**config.mk**
```make
export PLATFORM = sky130hd
export DESIGN_NAME = alu_exec_unit_flat
export DESIGN_NICKNAME = d
export VERILOG_FILES = /design/src/rtl/alu_pkg.sv /design/src/rtl/alu_if.sv /design/src/rtl/alu_muldiv_iter.sv /design/src/rtl/alu_exec_unit.sv /design/src/flat_wrapper.sv
export SDC_FILE = /design/constraint.sdc
export NUM_CORES = 2
export LEC_CHECK = 0
export ABC_AREA = 1
export CORE_MARGIN = 4
export CORE_UTILIZATION = 45
export CTS_BUF_LIST = sky130_fd_sc_hd__clkbuf_4 sky130_fd_sc_hd__clkbuf_8 sky130_fd_sc_hd__clkbuf_16
export DETAILED_ROUTE_END_ITERATION = 7
export GPL_ROUTABILITY_DRIVEN = 0
export SYNTH_ARGS = -nofsm -noshare
export SYNTH_HDL_FRONTEND = slang
export SYNTH_SLANG_ARGS = --single-unit
export TNS_END_PERCENT = 10
```
**constraint.sdc**
```tcl
create_clock -name clk -period 4.8 [get_ports clk]
set_input_delay 0.72 -clock clk [delete_from_list [all_inputs] [get_ports clk]]
set_output_delay 0.72 -clock clk [all_outputs]
set_load 0.02 [all_outputs]
```
**src/rtl/alu_pkg.sv**
```systemverilog
// Shared encodings for the EX-stage execute unit: ALUop and func codes,
// the decoded internal operation, and the iterative mul/div FSM states.
package alu_pkg;

    typedef enum logic [1:0] {
        AOP_ADD   = 2'b00,
        AOP_SUB   = 2'b01,
        AOP_RTYPE = 2'b10,
        AOP_AND   = 2'b11
    } aluop_e;

    localparam logic [5:0] F_SLL  = 6'b000000, F_SRL   = 6'b000010, F_SRA  = 6'b000011;
    localparam logic [5:0] F_SLLV = 6'b000100, F_SRLV  = 6'b000110, F_SRAV = 6'b000111;
    localparam logic [5:0] F_MFHI = 6'b010000, F_MFLO  = 6'b010010;
    localparam logic [5:0] F_MULT = 6'b011000, F_MULTU = 6'b011001;
    localparam logic [5:0] F_DIV  = 6'b011010, F_DIVU  = 6'b011011;
    localparam logic [5:0] F_ADD  = 6'b100000, F_ADDU  = 6'b100001;
    localparam logic [5:0] F_SUB  = 6'b100010, F_SUBU  = 6'b100011;
    localparam logic [5:0] F_AND  = 6'b100100, F_OR    = 6'b100101;
    localparam logic [5:0] F_XOR  = 6'b100110, F_NOR   = 6'b100111;
    localparam logic [5:0] F_SLT  = 6'b101010, F_SLTU  = 6'b101011;

    typedef enum logic [3:0] {
        OP_ADD, OP_SUB, OP_AND, OP_OR, OP_XOR, OP_NOR, OP_SLT, OP_SLTU,
        OP_SLL, OP_SRL, OP_SRA, OP_MFHI, OP_MFLO, OP_MUL, OP_DIV, OP_ILL
    } op_e;

    typedef enum logic [1:0] {S_IDLE, S_MUL, S_DIV} state_e;

    typedef struct packed {
        op_e  op;
        logic ovf_en;
        logic sgn;
        logic var_sh;
    } dec_t;

    function automatic dec_t alu_decode(input logic [1:0] alu_op, input logic [5:0] func);
        dec_t d;
        d.op     = OP_ILL;
        d.ovf_en = 1'b0;
        d.sgn    = 1'b0;
        d.var_sh = 1'b0;
        case (aluop_e'(alu_op))
            AOP_ADD: d.op = OP_ADD;
            AOP_SUB: d.op = OP_SUB;
            AOP_AND: d.op = OP_AND;
            default: begin
                case (func)
                    F_ADD:   begin d.op = OP_ADD; d.ovf_en = 1'b1; end
                    F_ADDU:  d.op = OP_ADD;
                    F_SUB:   begin d.op = OP_SUB; d.ovf_en = 1'b1; end
                    F_SUBU:  d.op = OP_SUB;
                    F_AND:   d.op = OP_AND;
                    F_OR:    d.op = OP_OR;
                    F_XOR:   d.op = OP_XOR;
                    F_NOR:   d.op = OP_NOR;
                    F_SLT:   d.op = OP_SLT;
                    F_SLTU:  d.op = OP_SLTU;
                    F_SLL:   d.op = OP_SLL;
                    F_SRL:   d.op = OP_SRL;
                    F_SRA:   d.op = OP_SRA;
                    F_SLLV:  begin d.op = OP_SLL; d.var_sh = 1'b1; end
                    F_SRLV:  begin d.op = OP_SRL; d.var_sh = 1'b1; end
                    F_SRAV:  begin d.op = OP_SRA; d.var_sh = 1'b1; end
                    F_MFHI:  d.op = OP_MFHI;
                    F_MFLO:  d.op = OP_MFLO;
                    F_MULT:  begin d.op = OP_MUL; d.sgn = 1'b1; end
                    F_MULTU: d.op = OP_MUL;
                    F_DIV:   begin d.op = OP_DIV; d.sgn = 1'b1; end
                    F_DIVU:  d.op = OP_DIV;
                    default: d.op = OP_ILL;
                endcase
            end
        endcase
        return d;
    endfunction

endpackage

```
**src/rtl/alu_if.sv**
```systemverilog
// Issue/result bundle between the ID/EX pipeline register and the execute unit.
interface alu_if #(
    parameter int WIDTH = 32,
    parameter int SHW   = 5
);
    logic             in_valid;
    logic             in_ready;
    logic [1:0]       alu_op;
    logic [5:0]       func;
    logic [SHW-1:0]   shamt;
    logic [WIDTH-1:0] src_a;
    logic [WIDTH-1:0] src_b;
    logic             flush;
    logic             out_valid;
    logic [WIDTH-1:0] result;
    logic             zero;
    logic             overflow;
    logic             illegal;

    modport master (
        output in_valid, alu_op, func, shamt, src_a, src_b, flush,
        input  in_ready, out_valid, result, zero, overflow, illegal
    );

    modport slave (
        input  in_valid, alu_op, func, shamt, src_a, src_b, flush,
        output in_ready, out_valid, result, zero, overflow, illegal
    );
endinterface

```
**src/rtl/alu_muldiv_iter.sv**
```systemverilog
// Iterative multiply (shift-add) and restoring divide on operand magnitudes,
// one bit per cycle, committing signed-corrected results to HI/LO.
module alu_muldiv_iter
    import alu_pkg::*;
#(
    parameter int WIDTH = 32,
    parameter int SHW   = 5
) (
    input  logic             clk,
    input  logic             rst_n,
    input  logic             i_start,
    input  logic             i_signed,
    input  logic             i_is_div,
    input  logic             i_flush,
    input  logic [WIDTH-1:0] i_a,
    input  logic [WIDTH-1:0] i_b,
    output logic             o_busy,
    output logic             o_done,
    output logic [WIDTH-1:0] o_done_lo,
    output logic [WIDTH-1:0] o_hi,
    output logic [WIDTH-1:0] o_lo
);
    state_e             r_state;
    logic [SHW:0]       r_cnt;
    logic [WIDTH-1:0]   r_acc, r_q, r_m, r_a, r_hi, r_lo;
    logic               r_neg_lo, r_neg_hi, r_dz;

    logic [WIDTH:0]     w_add, w_sh;
    logic [WIDTH-1:0]   w_trial, w_acc_n, w_q_n, w_fin_hi, w_fin_lo;
    logic [2*WIDTH-1:0] w_prod;
    logic               w_ge;

    function automatic logic [WIDTH-1:0] mag(input logic [WIDTH-1:0] v, input logic sgn);
        return (sgn && v[WIDTH-1]) ? -v : v;
    endfunction

    // MUL: {acc,q} shifts right adding the multiplicand; DIV: {rem,quo} shifts left with trial subtract
    always_comb begin
        w_add   = {1'b0, r_acc} + (r_q[0] ? {1'b0, r_m} : {(WIDTH+1){1'b0}});
        w_sh    = {r_acc, r_q[WIDTH-1]};
        w_ge    = (w_sh >= {1'b0, r_m});
        w_trial = w_sh[WIDTH-1:0] - r_m;
        if (r_state == S_DIV) begin
            w_acc_n = w_ge ? w_trial : w_sh[WIDTH-1:0];
            w_q_n   = {r_q[WIDTH-2:0], w_ge};
        end else begin
            w_acc_n = w_add[WIDTH:1];
            w_q_n   = {w_add[0], r_q[WIDTH-1:1]};
        end
        w_prod = r_neg_lo ? -{w_acc_n, w_q_n} : {w_acc_n, w_q_n};
        if (r_state == S_DIV) begin
            w_fin_lo = r_dz ? {WIDTH{1'b1}} : (r_neg_lo ? -w_q_n : w_q_n);
            w_fin_hi = r_dz ? r_a : (r_neg_hi ? -w_acc_n : w_acc_n);
        end else begin
            w_fin_lo = w_prod[WIDTH-1:0];
            w_fin_hi = w_prod[2*WIDTH-1:WIDTH];
        end
    end

    always_ff @(posedge clk or negedge rst_n) begin
        if (!rst_n) begin
            r_state  <= S_IDLE;
            r_cnt    <= '0;
            r_acc    <= '0;
            r_q      <= '0;
            r_m      <= '0;
            r_a      <= '0;
            r_hi     <= '0;
            r_lo     <= '0;
            r_neg_lo <= 1'b0;
            r_neg_hi <= 1'b0;
            r_dz     <= 1'b0;
        end else begin
            case (r_state)
                S_IDLE: if (i_start) begin
                    r_state  <= i_is_div ? S_DIV : S_MUL;
                    r_cnt    <= (SHW+1)'(WIDTH);
                    r_acc    <= '0;
                    r_q      <= i_is_div ? mag(i_a, i_signed) : mag(i_b, i_signed);
                    r_m      <= i_is_div ? mag(i_b, i_signed) : mag(i_a, i_signed);
                    r_a      <= i_a;
                    r_neg_lo <= i_signed & (i_a[WIDTH-1] ^ i_b[WIDTH-1]);
                    r_neg_hi <= i_signed & i_a[WIDTH-1];
                    r_dz     <= (i_b == '0);
                end
                default: if (i_flush) begin
                    r_state <= S_IDLE;
                    r_cnt   <= '0;
                end else begin
                    r_acc <= w_acc_n;
                    r_q   <= w_q_n;
                    r_cnt <= r_cnt - 1'b1;
                    if (r_cnt == (SHW+1)'(1)) begin
                        r_hi    <= w_fin_hi;
                        r_lo    <= w_fin_lo;
                        r_state <= S_IDLE;
                    end
                end
            endcase
        end
    end

    assign o_busy    = (r_state != S_IDLE);
    assign o_done    = o_busy && (r_cnt == (SHW+1)'(1)) && !i_flush;
    assign o_done_lo = w_fin_lo;
    assign o_hi      = r_hi;
    assign o_lo      = r_lo;
endmodule

```
**src/rtl/alu_exec_unit.sv**
```systemverilog
// EX-stage execute unit: decode, single-cycle datapath and registered outputs;
// multiply/divide is delegated to the iterative unit that owns HI/LO.
module alu_exec_unit
    import alu_pkg::*;
#(
    parameter int WIDTH = 32,
    parameter int SHW   = 5
) (
    input  logic clk,
    input  logic rst_n,
    alu_if.slave bus
);
    dec_t                     w_dec;
    logic                     w_busy, w_ready, w_accept, w_start, w_done;
    logic [WIDTH-1:0]         w_done_lo, w_hi, w_lo, w_res;
    logic [WIDTH:0]           w_sum, w_dif;
    logic [SHW-1:0]           w_shamt;
    logic                     w_ovf, w_ill;
    logic signed [WIDTH-1:0]  w_a_s, w_b_s;
    logic [WIDTH-1:0]         r_result;
    logic                     r_valid, r_zero, r_ovf, r_ill;

    assign w_dec    = alu_decode(bus.alu_op, bus.func);
    assign w_ready  = !w_busy && !bus.flush;
    assign w_accept = bus.in_valid && w_ready;
    assign w_start  = w_accept && (w_dec.op == OP_MUL || w_dec.op == OP_DIV);
    assign w_a_s    = bus.src_a;
    assign w_b_s    = bus.src_b;

    alu_muldiv_iter #(.WIDTH(WIDTH), .SHW(SHW)) u_muldiv (
        .clk       (clk),
        .rst_n     (rst_n),
        .i_start   (w_start),
        .i_signed  (w_dec.sgn),
        .i_is_div  (w_dec.op == OP_DIV),
        .i_flush   (bus.flush),
        .i_a       (bus.src_a),
        .i_b       (bus.src_b),
        .o_busy    (w_busy),
        .o_done    (w_done),
        .o_done_lo (w_done_lo),
        .o_hi      (w_hi),
        .o_lo      (w_lo)
    );

    // Sign-extended sums expose signed overflow as a mismatch of the top two bits
    always_comb begin
        w_shamt = w_dec.var_sh ? bus.src_a[SHW-1:0] : bus.shamt;
        w_sum   = {bus.src_a[WIDTH-1], bus.src_a} + {bus.src_b[WIDTH-1], bus.src_b};
        w_dif   = {bus.src_a[WIDTH-1], bus.src_a} - {bus.src_b[WIDTH-1], bus.src_b};
        w_res   = '0;
        w_ovf   = 1'b0;
        w_ill   = 1'b0;
        case (w_dec.op)
            OP_ADD:  begin w_res = w_sum[WIDTH-1:0]; w_ovf = w_dec.ovf_en & (w_sum[WIDTH] ^ w_sum[WIDTH-1]); end
            OP_SUB:  begin w_res = w_dif[WIDTH-1:0]; w_ovf = w_dec.ovf_en & (w_dif[WIDTH] ^ w_dif[WIDTH-1]); end
            OP_AND:  w_res = bus.src_a & bus.src_b;
            OP_OR:   w_res = bus.src_a | bus.src_b;
            OP_XOR:  w_res = bus.src_a ^ bus.src_b;
            OP_NOR:  w_res = ~(bus.src_a | bus.src_b);
            OP_SLT:  w_res = {{(WIDTH-1){1'b0}}, (w_a_s < w_b_s)};
            OP_SLTU: w_res = {{(WIDTH-1){1'b0}}, (bus.src_a < bus.src_b)};
            OP_SLL:  w_res = bus.src_b << w_shamt;
            OP_SRL:  w_res = bus.src_b >> w_shamt;
            OP_SRA:  w_res = w_b_s >>> w_shamt;
            OP_MFHI: w_res = w_hi;
            OP_MFLO: w_res = w_lo;
            OP_ILL:  begin w_res = bus.src_a & bus.src_b; w_ill = 1'b1; end
            default: w_res = '0;
        endcase
    end

    always_ff @(posedge clk or negedge rst_n) begin
        if (!rst_n) begin
            r_valid  <= 1'b0;
            r_result <= '0;
            r_zero   <= 1'b0;
            r_ovf    <= 1'b0;
            r_ill    <= 1'b0;
        end else begin
            r_valid <= 1'b0;
            if (w_done) begin
                r_valid  <= 1'b1;
                r_result <= w_done_lo;
                r_zero   <= (w_done_lo == '0);
                r_ovf    <= 1'b0;
                r_ill    <= 1'b0;
            end else if (w_accept && !w_start) begin
                r_valid  <= 1'b1;
                r_result <= w_res;
                r_zero   <= (w_res == '0);
                r_ovf    <= w_ovf;
                r_ill    <= w_ill;
            end
        end
    end

    assign bus.in_ready  = w_ready;
    assign bus.out_valid = r_valid;
    assign bus.result    = r_result;
    assign bus.zero      = r_zero;
    assign bus.overflow  = r_ovf;
    assign bus.illegal   = r_ill;
endmodule
```
**src/flat_wrapper.sv**
```systemverilog
// flat-port wrapper written by rule: the top's interface ports become plain ports
module alu_exec_unit_flat import alu_pkg::*;
#(
    parameter int WIDTH = 32,
    parameter int SHW   = 5
)
  (clk, rst_n, bus_in_valid, bus_alu_op, bus_func, bus_shamt, bus_src_a, bus_src_b, bus_flush, bus_in_ready, bus_out_valid, bus_result, bus_zero, bus_overflow, bus_illegal);
  alu_if #(.WIDTH(WIDTH), .SHW(SHW)) bus_i ();
  input  logic clk;
  input  logic rst_n;
  input wire logic [$bits(bus_i.in_valid)-1:0] bus_in_valid;
  input wire logic [$bits(bus_i.alu_op)-1:0] bus_alu_op;
  input wire logic [$bits(bus_i.func)-1:0] bus_func;
  input wire logic [$bits(bus_i.shamt)-1:0] bus_shamt;
  input wire logic [$bits(bus_i.src_a)-1:0] bus_src_a;
  input wire logic [$bits(bus_i.src_b)-1:0] bus_src_b;
  input wire logic [$bits(bus_i.flush)-1:0] bus_flush;
  output wire logic [$bits(bus_i.in_ready)-1:0] bus_in_ready;
  output wire logic [$bits(bus_i.out_valid)-1:0] bus_out_valid;
  output wire logic [$bits(bus_i.result)-1:0] bus_result;
  output wire logic [$bits(bus_i.zero)-1:0] bus_zero;
  output wire logic [$bits(bus_i.overflow)-1:0] bus_overflow;
  output wire logic [$bits(bus_i.illegal)-1:0] bus_illegal;
  assign bus_i.in_valid = bus_in_valid;
  assign bus_i.alu_op = bus_alu_op;
  assign bus_i.func = bus_func;
  assign bus_i.shamt = bus_shamt;
  assign bus_i.src_a = bus_src_a;
  assign bus_i.src_b = bus_src_b;
  assign bus_i.flush = bus_flush;
  assign bus_in_ready = bus_i.in_ready;
  assign bus_out_valid = bus_i.out_valid;
  assign bus_result = bus_i.result;
  assign bus_zero = bus_i.zero;
  assign bus_overflow = bus_i.overflow;
  assign bus_illegal = bus_i.illegal;
  alu_exec_unit #(.WIDTH(WIDTH), .SHW(SHW)) u_core (.clk(clk), .rst_n(rst_n), .bus(bus_i));
endmodule
```
==> impl_metrics.toml <==
[outcome]
violations = "DRC"
outcome = "finished, violations left"

[critical_path]
crit_chain = "ha_1 > nand2_1 > nor2_1 > nand4_1 > o21ai_2 > nor2_2 > buf_4 > nand2_4 > buf_4 > nand3_1 > nand3_2 > nand2_1 > nor2_2 > inv_1 > nor2_1 > nand2_1 > nand2_1 > nand2_1 > nand2_1 > nand3_1 > nand2_1 > nand2_1 > nand2_1 > nand2_1"
timing.rr.start = "u_core.u_muldiv.r_acc[6]$_DFFE_PN0P_"
crit_path_max_fanout = 16
cp_slowest_cell = "dfrtp_1"
rr_worst_depth = 24
critPathTopFamily = "simple AND/OR/NAND/NOR gates"
r2r_slack_ns = 0.13
critical_path_class = "register to register"
r2r-end = "u_core.u_muldiv.o_hi[29]$_DFFE_PN0P_"
arrival_ns = 5.16
endpoint_kind = "register"
crit_buf_inv = 3
critPathLaunchType = "register"
cpMostUsedCell = "nand2_1"
critPathRequiredTime_ns = 5.29
slowest_delay_ns = 0.45

[die]
die_area_sq_um = 74900
core-area_sq_um = 70000
start_util = 0.454
die_w_um = 274
num_io_pins = 118
num_rows = 97
die_h_um = 274

[cells_and_area]
utilization = 0.523
final_common_cell = "nand2_1"
final_cell_mix = "nand2_1, nand3_1, inv_1"
fill_cells = 7533
final_cell_area_sq_um = 36700
area_growth_pct = 15.3
final_nets = 6052
drive_gt1_frac = 0.0831

[clocking]
clkTransAtPathRegs_ns = 0.06
cts_root_buf = "clkbuf_16"
clock-sinks = 239
cts_tree = "built"
numCtsBuffers = 30
clock_latency_ns = 0.63
ctsHtreeMaxLevel = 1
clk_path_buf_depth = 3

[sta]
rsz0062_at_grt = "yes"
setup_tns_ns = 0
final_max_slew_viol_count = 0
fin_ws_ns = 0.134
fmaxAchievable_mhz = 214
worst_slew_pin_slew_ns = 1.12
min_period_over_period = 0.972
finalCriticalPeriod_ns = 4.67
skew_ns = 0.0366
setup_viol = 0
relSlewSlack = 0.249
hold_viol_final = 0

[detailed_routing]
ant_nets = 0
via_count = 41000
wl_per_cell_um = 24.4
first_pass_iters = 8
drtIter0Drc = 7227
drt_wl_total_mm = 165
vias_per_cell = 6.06
drc_errors = 1

[logic_synthesis]
netlist_instances = 5590
synth.yosys.seq_area_share = 0.188
synth_cell_types = 59
ys_async_sr_fraction = 1.00
netlist_area_sq_um = 31800
yosysWarnings = 0
synth_edf_count = 0
synth_flop_cell = "dfrtp_1"
avgSynthCellArea_sq_um = 5.69
synth_fp_nets = 5841
synth-seq-cells = 239

[global_route]
grt_pass1_vias = 36500
grt.total_usage = 0.423
overflow = 0
grt_start_max_net_pins = 110
antenna_found_initial = 4
grt_pass1_wl_mm = 239

[placement]
portBuffers = 117
post_dp_cell_area_sq_um = 35500
dpl.hpwl_mm = 135
pre_cts_ws_ns = -0.0345

[power]
leakage_nw = 19.3
power_density_nw_per_um2 = 346
fin_total_pwr_w = 0.0127
vdd_drop_max_v = 0.000286

[min_path]
hp-class = "primary input to async pin"

[flow_run]
cap_violations = 0
## worst register-to-register path, stage by stage, from the launching register on
cell	delay, ns
dfrtp_1	0.45
ha_1	0.39
nand2_1	0.09
nor2_1	0.35
nand4_1	0.37
o21ai_2	0.25
nor2_2	0.08
buf_4	0.18
nand2_4	0.21
buf_4	0.28
nand3_1	0.12
nand3_2	0.17
nand2_1	0.16
nor2_2	0.21
inv_1	0.12
nor2_1	0.22
nand2_1	0.14
nand2_1	0.10
nand2_1	0.06
nand2_1	0.07
nand3_1	0.07
nand2_1	0.08
nand2_1	0.15
nand2_1	0.15
nand2_1	0.07
## area by class of cell
| cell class | count | area [sq um] | area share |
|---|---|---|---|
| diodes | 3 | 7.51 | 0.000205 |
| clock buffers | 34 | 800 | 0.0218 |
| clock inverters | 22 | 313 | 0.00853 |
| inverters | 669 | 2510 | 0.0686 |
| multi-input cells | 4445 | 22200 | 0.607 |
| flip-flops and latches | 239 | 5980 | 0.163 |
| well taps | 940 | 1180 | 0.0321 |
| repair buffers | 416 | 3620 | 0.0989 |
## timing repair
| action | 4_1_cts | 5_1_grt |
|---|---|---|
| buffers inserted | 0 | 0 |
| gates resized for setup | 0 | 15 |
| setup endpoints to repair | 0 | 20 |
| hold buffers | 0 | 0 |
## sequential cells by signal, indices dropped and copies added (netlist names), 2 cells and up
register,cells
u_core.bus.result,32
u_core.u_muldiv.o_hi,32
u_core.u_muldiv.o_lo,32
u_core.u_muldiv.r_a,32
u_core.u_muldiv.r_acc,32
u_core.u_muldiv.r_m,32
u_core.u_muldiv.r_q,32
u_core.u_muldiv.r_cnt,6
u_core.u_muldiv.r_state,2
## routing by layer
layer  global-route usage  wire (um)  share of wire  vias to the layer above
li1                     -          -              -                    18600
met1                0.594      66100           0.40                    18700
met2                0.554      60200           0.37                     3175
met3                0.177      28500           0.17                      513
met4                0.193      10000          0.061                        6
met5               0.0132         92        0.00056                        -
## stage by stage
| step | cells | hold slack (ns) |
|---|---|---|
| floorplan | 5590 | 0.424 |
| global placement | 6709 | 0.464 |
| detailed placement | 6709 | 0.466 |
| CTS | 6765 | 0.196 |
| global route | 6765 | 0.190 |
| finish | 6768 | 0.124 |
## cells by family after synthesis
family	share of synthesized area
mux	0.000315
fa+ha+maj	0.0679
buf+inv	0.115
compound gates	0.153
xor+xnor	0.0369
flops	0.188
simple gates	0.439
## power breakdown
group	internal [W]	total, W	switching [W]	leakage, nW
Combinational	0.00236	0.00748	0.00512	15.9
Sequential	0.00231	0.00257	0.000264	2.88
Clock	0.00153	0.00263	0.00110	0.534
## Yosys cell counts, drive strengths merged (51+ instances only)
master	count	share of area
nor3	51	0.0087
nand4	87	0.017
o21ai	361	0.059
nand2	1802	0.21
nor2	567	0.070
ha	166	0.065
a21oi	261	0.042
xor2	112	0.031
nand3	736	0.12
inv	664	0.078
clkbuf	115	0.014
o211ai	58	0.014
dfrtp	239	0.19
buf	122	0.022
## worst max-delay path by stage
stage | depth (start not counted) | to | from | slack (ns)
2_1_floorplan | 31 | u_core.u_muldiv.o_hi[20]$_DFFE_PN0P_ | u_core.u_muldiv.r_acc[1]$_DFFE_PN0P_ | 1.0
3_3_place_gp | 23 | u_core.bus.zero$_DFFE_PN0P_ | bus_func[1] | -0.03
3_5_place_dp | 23 | u_core.bus.zero$_DFFE_PN0P_ | bus_src_a[0] | -0.03
4_1_cts | 30 | u_core.u_muldiv.o_hi[26]$_DFFE_PN0P_ | u_core.u_muldiv.r_m[12]$_DFFE_PN0P_ | 0.1
5_1_grt | 27 | u_core.u_muldiv.o_hi[22]$_DFFE_PN0P_ | u_core.u_muldiv.r_m[6]$_DFFE_PN0P_ | -0.06
6_report | 24 | u_core.u_muldiv.o_hi[29]$_DFFE_PN0P_ | u_core.u_muldiv.r_acc[6]$_DFFE_PN0P_ | 0.13
Note: power is estimated with default switching activity, not from simulation.
